===== src/rtl/cpu_pkg.sv =====
// Shared definitions for the multi-cycle sequencer: state encoding,
// default widths and the opcode field position.
package cpu_pkg;

  typedef enum logic [2:0] {
    S_IDLE      = 3'd0,
    S_FETCH     = 3'd1,
    S_DECODE    = 3'd2,
    S_EXECUTE   = 3'd3,
    S_WRITEBACK = 3'd4,
    S_HALTED    = 3'd5
  } seq_state_e;

  localparam int          PC_W_DEF        = 6;
  localparam int          CNT_W_DEF       = 16;
  localparam logic [5:0]  HALT_OPCODE_DEF = 6'h3F;

  localparam int OPC_HI = 31;
  localparam int OPC_LO = 26;

  function automatic logic is_halt(input logic [31:0] w, input logic [5:0] op);
    return w[OPC_HI:OPC_LO] == op;
  endfunction

endpackage


===== src/rtl/cpu_sequencer.sv =====
// Four-phase instruction sequencer: owns the PC, gates register-file writes
// to WRITEBACK, latches ALU flags and provides run / step / halt control.
module cpu_sequencer
  import cpu_pkg::*;
#(
  parameter int         PC_W        = PC_W_DEF,
  parameter logic [5:0] HALT_OPCODE = HALT_OPCODE_DEF,
  parameter int         CNT_W       = CNT_W_DEF
) (
  input  logic             clk,
  input  logic             rst,
  input  logic             run_en,
  input  logic             step_req,
  input  logic             halt_req,
  input  logic [31:0]      instr,
  input  logic             dec_regwrite,
  input  logic             alu_equal,
  input  logic             alu_carry,
  input  logic             alu_overflow,
  output logic [PC_W-1:0]  pc_out,
  output logic [31:0]      ir,
  output logic             rf_we,
  output logic [2:0]       flags,
  output logic             step_ack,
  output logic             halted,
  output logic [2:0]       state,
  output logic [CNT_W-1:0] retired
);

  seq_state_e       r_state;
  logic [PC_W-1:0]  r_pc;
  logic [31:0]      r_ir;
  logic [2:0]       r_flags;
  logic [CNT_W-1:0] r_retired;
  logic             r_step_mode;
  logic             r_step_ack;
  logic             r_halted;

  always_ff @(posedge clk or posedge rst) begin
    if (rst) begin
      r_state     <= S_IDLE;
      r_pc        <= '0;
      r_ir        <= '0;
      r_flags     <= '0;
      r_retired   <= '0;
      r_step_mode <= 1'b0;
      r_step_ack  <= 1'b0;
      r_halted    <= 1'b0;
    end else begin
      r_step_ack <= 1'b0;
      case (r_state)
        S_IDLE: begin
          // run_en takes priority over a coincident step request
          if (run_en) begin
            r_step_mode <= 1'b0;
            r_state     <= S_FETCH;
          end else if (step_req) begin
            r_step_mode <= 1'b1;
            r_state     <= S_FETCH;
          end
        end
        S_FETCH:   r_state <= S_DECODE;
        S_DECODE: begin
          r_ir <= instr;
          if (is_halt(instr, HALT_OPCODE)) begin
            r_state  <= S_HALTED;
            r_halted <= 1'b1;
          end else begin
            r_state  <= S_EXECUTE;
          end
        end
        S_EXECUTE: r_state <= S_WRITEBACK;
        S_WRITEBACK: begin
          r_flags   <= {alu_overflow, alu_carry, alu_equal};
          r_pc      <= r_pc + PC_W'(1);
          r_retired <= (&r_retired) ? r_retired : r_retired + CNT_W'(1);
          if (r_step_mode) begin
            r_step_ack <= 1'b1;
            r_state    <= S_IDLE;
          end else if (halt_req || !run_en) begin
            r_state    <= S_IDLE;
          end else begin
            r_state    <= S_FETCH;
          end
        end
        S_HALTED:  r_state <= S_HALTED;
        default:   r_state <= S_IDLE;
      endcase
    end
  end

  // Decoded from the live state so an async reset in WRITEBACK drops it at once
  assign rf_we    = (r_state == S_WRITEBACK) && dec_regwrite;
  assign pc_out   = r_pc;
  assign ir       = r_ir;
  assign flags    = r_flags;
  assign step_ack = r_step_ack;
  assign halted   = r_halted;
  assign state    = r_state;
  assign retired  = r_retired;

endmodule


===== config.mk =====
export PLATFORM = sky130hd
export DESIGN_NAME = cpu_sequencer
export DESIGN_NICKNAME = d
export VERILOG_FILES = /design/src/rtl/cpu_pkg.sv /design/src/rtl/cpu_sequencer.sv
export SDC_FILE = /design/constraint.sdc
export NUM_CORES = 1
export LEC_CHECK = 0
export BUFFER_PORTS_ARGS = -buffer_cell sky130_fd_sc_hd__buf_2
export CAP_MARGIN = 20
export CORE_MARGIN = 2
export CORE_UTILIZATION = 25
export DETAILED_ROUTE_END_ITERATION = 7
export GPL_TIMING_DRIVEN = 0
export PLACE_DENSITY_LB_ADDON = 0.25
export SYNTH_ARGS = -nofsm -noshare
export SYNTH_HDL_FRONTEND = slang
export SYNTH_SLANG_ARGS = --single-unit

===== constraint.sdc =====
create_clock -name clk -period 1.8 [get_ports clk]
set_input_delay 0.36 -clock clk [delete_from_list [all_inputs] [get_ports clk]]
set_output_delay 0.36 -clock clk [all_outputs]
set_load 0.05 [all_outputs]

==> flow_metrics.py <==
metrics = {
    "route": {
        "drt-initial-drc-count": 30,
        "drc": 0,
        "drtPass1Iterations": 4,
        "viasPerCell": 4.24,
        "wl_per_cell_um": 12.7,
        "ant_nets": 0,
        "drt_wl_total_um": 5900,
        "vias": 1978,
    },
    "synth": {
        "yosys-top-cells-area": "dfrtp_1 (59%), mux2_2 (13%), xor2_1 (5.6%)",
        "avgSynthCellArea_um2": 12.8,
        "synth.top_cells.by_count": "dfrtp_1 (63), mux2_2 (30), nand2_1 (22)",
        "syn_nets": 250,
        "synthArstFlopShare_pct": 100,
        "ys_ff_latch": 63,
        "ys_warn_count": 0,
        "synth_edf_count": 0,
        "synth-seq-area-share_pct": 59.4,
        "yosysMostFrequentCell": "dfrtp_1",
        "synth-main-ff-cell": "dfrtp_1",
        "synth_top_area_cell": "dfrtp_1",
        "synth_area_um2": 2660,
        "syn_inst": 207,
        "synth.top_cell.area_share_pct": 59.4,
        "synth.distinct_cells": 36,
    },
    "setup_path": {
        "worstPathRequired_ns": 1.44,
        "regToRegSetupSlack_ns": 0.08,
        "crit-reg2reg-launch": "state[1]",
        "crit_chain": "nor3b_4 -> buf_6 -> and2_4 -> buf_8",
        "cp.arrival_ns": 1.40,
        "worstSetupStartpointType": "flip-flop",
        "cp.depth": 4,
        "cp_num_buf_inv": 2,
        "r2r-end": "ir[14]",
        "cp-end-kind": "primary output",
        "setup.worst_path.end": "rf_we",
        "startpoint": "state[1]",
        "path_delay_family": "flip-flops",
        "rr_worst_depth": 6,
        "cpMaxStageDelayCell": "dfrtp_2",
        "slowest_delay_ns": 0.43,
        "crit_fanout": 2,
        "worst-setup-path-type": "reg -> out",
    },
    "placed_design": {
        "gp_congestion": 0.731,
        "dp_hpwl_um": 4320,
        "dp_cells": 447,
        "place_area_um2": 3380,
        "place.port_buffers": 103,
    },
    "sta": {
        "setup_viol": 0,
        "final.period_utilization_pct": 97.7,
        "final_max_slew_viol_count": 0,
        "skew_ns": 0.00932,
        "relSlewSlack_pct": 45.6,
        "layout_min_cycle_time_ns": 1.76,
        "clock.fmax_mhz": 569,
        "grt_setup_unrepaired": "true",
        "final.setup.tns_ns": 0,
        "worst_slew_pin_slew_ns": 0.814,
        "hold_viol_final": 0,
    },
    "floorplan": {
        "die_y_um": 107,
        "die_w_um": 107,
        "ios": 104,
        "start_util_pct": 25.7,
        "coreArea_um2": 10300,
        "die-area_um2": 11500,
        "num_rows": 37,
    },
    "cells_and_area": {
        "drive_gt1_share_pct": 57.0,
        "finalInstanceArea_um2": 3680,
        "final_cells": 466,
        "syn_to_final_growth_pct": 38.6,
        "final_nets": 368,
        "antennaDiodeCount": 0,
    },
    "cts": {
        "clkTransAtPathRegs_ns": 0.07,
        "cts_buffers": 9,
        "cts_tree": "yes",
        "insertion_delay_ns": 0.34,
        "cts_root_buf": "clkbuf_8",
        "holdBufCountCts": 0,
        "cts.sinks": 63,
        "clockBufferDepth": 2,
        "htree_levels": 3,
    },
    "global_routing": {
        "grt_pass1_vias": 1971,
        "grt_antenna_before_repair": 0,
        "grt_max_degree": 37,
        "grt-ovfl-total": 0,
        "track_usage_pct": 10.7,
        "grt_pass1_wl_um": 9420,
    },
    "run": {
        "maxCapViolCount": 0,
    },
    "power": {
        "ir_drop_v": 0.000873,
        "powerDensity_nw_per_um2": 2030,
        "p_leak_nw": 1.85,
    },
    "hold_path": {
        "hp-class": "in -> async",
    },
    "run_status": {
        "status": "completed",
    },
}
==> power breakdown <==
part           total (mW)  internal, mW  switching, mW
sequential           2.30          1.98          0.321
clock                1.40         0.824          0.579
combinational        3.77          1.12           2.64
total                7.47          3.92           3.54
==> logic make-up (layout without fill, tap and decap cells) <==
group / Yosys count / after routing / synth area share, %
mux: 34 / 34 / 14.5
fa+ha+maj: 2 / 2 / 0.942
simple gates: 69 / 69 / 14.3
buf+inv: 9 / 132 / 1.88
xor+xnor: 20 / 20 / 6.60
flops: 63 / 63 / 59.4
compound gates: 10 / 10 / 2.36
==> how the worst min path moves through the flow <==
stage	startpoint	endpoint	slack (ns)	depth (start not counted)
after floorplan	run_en	r_step_mode	0.45	1
after global placement	halted	halted	0.43	1
after detailed placement	halted	halted	0.46	1
after CTS	rst	pc_out[5]	0.17	2
after global routing	rst	pc_out[5]	0.21	2
final	rst	pc_out[3]	0.16	2
==> state kept, by name, summed over array words and instances, names as in the netlist <==
name,count
step_ack,1
r_step_mode,1
state,3
halted,1
pc_out,6
flags,3
ir,32
retired,16
==> area by class of cell <==
type	count	area, um2
Fill cell	1033	6640
Sequential cell	63	1600
Multi-Input combinational cell	135	1040
Timing Repair Buffer	110	591
Tap cell	136	170
Clock buffer	10	138
Clock inverter	6	92.6
Buffer	5	42.5
Inverter	1	7.51
==> placed cells by master (no fill, tap or decap), types with 2 or more instances in the layout <==
master	n
a21oi_1	5
and3_1	3
buf_2	103
buf_4	8
buf_6	2
bufinv_16	2
clkbuf_8	10
clkinvlp_4	3
dfrtp_1	47
dfrtp_2	16
ha_1	2
mux2_1	2
mux2_2	30
nand2_1	22
nand3_1	7
nand4_1	5
nand4_2	2
nor2_1	8
nor2b_1	2
nor3_1	9
xnor2_1	3
xor2_1	17
==> metal layers <==
metal / share of wire (%) / up-vias / GRT usage (%)
met4: 1.8 / 0 / 5.01
met5: 0 / - / 0
met2: 45 / 75 / 17.2
met1: 45 / 938 / 12.6
li1: - / 955 / -
met3: 8.2 / 10 / 4.13
==> through the flow <==
stage          hold WS, ns  util [%]  setup WS [ns]  power (mW)
2_1_floorplan        0.446         -         -0.180        5.21
3_3_place_gp         0.433      32.6         -0.347        6.01
3_5_place_dp         0.461      32.8         -0.365        6.06
4_1_cts              0.173      35.5        0.00351        7.59
5_1_grt              0.209      35.7        -0.0311        7.89
6_report             0.159      35.7         0.0413        7.47
==> what timing repair did <==
item / in CTS / in global routing
buffers inserted: 5 / 1
endpoints found under the setup margin: 8 / 27
gates resized for setup: 8 / 2
pin swaps: 1 / 1
Note: power is estimated with default switching activity, not from simulation.
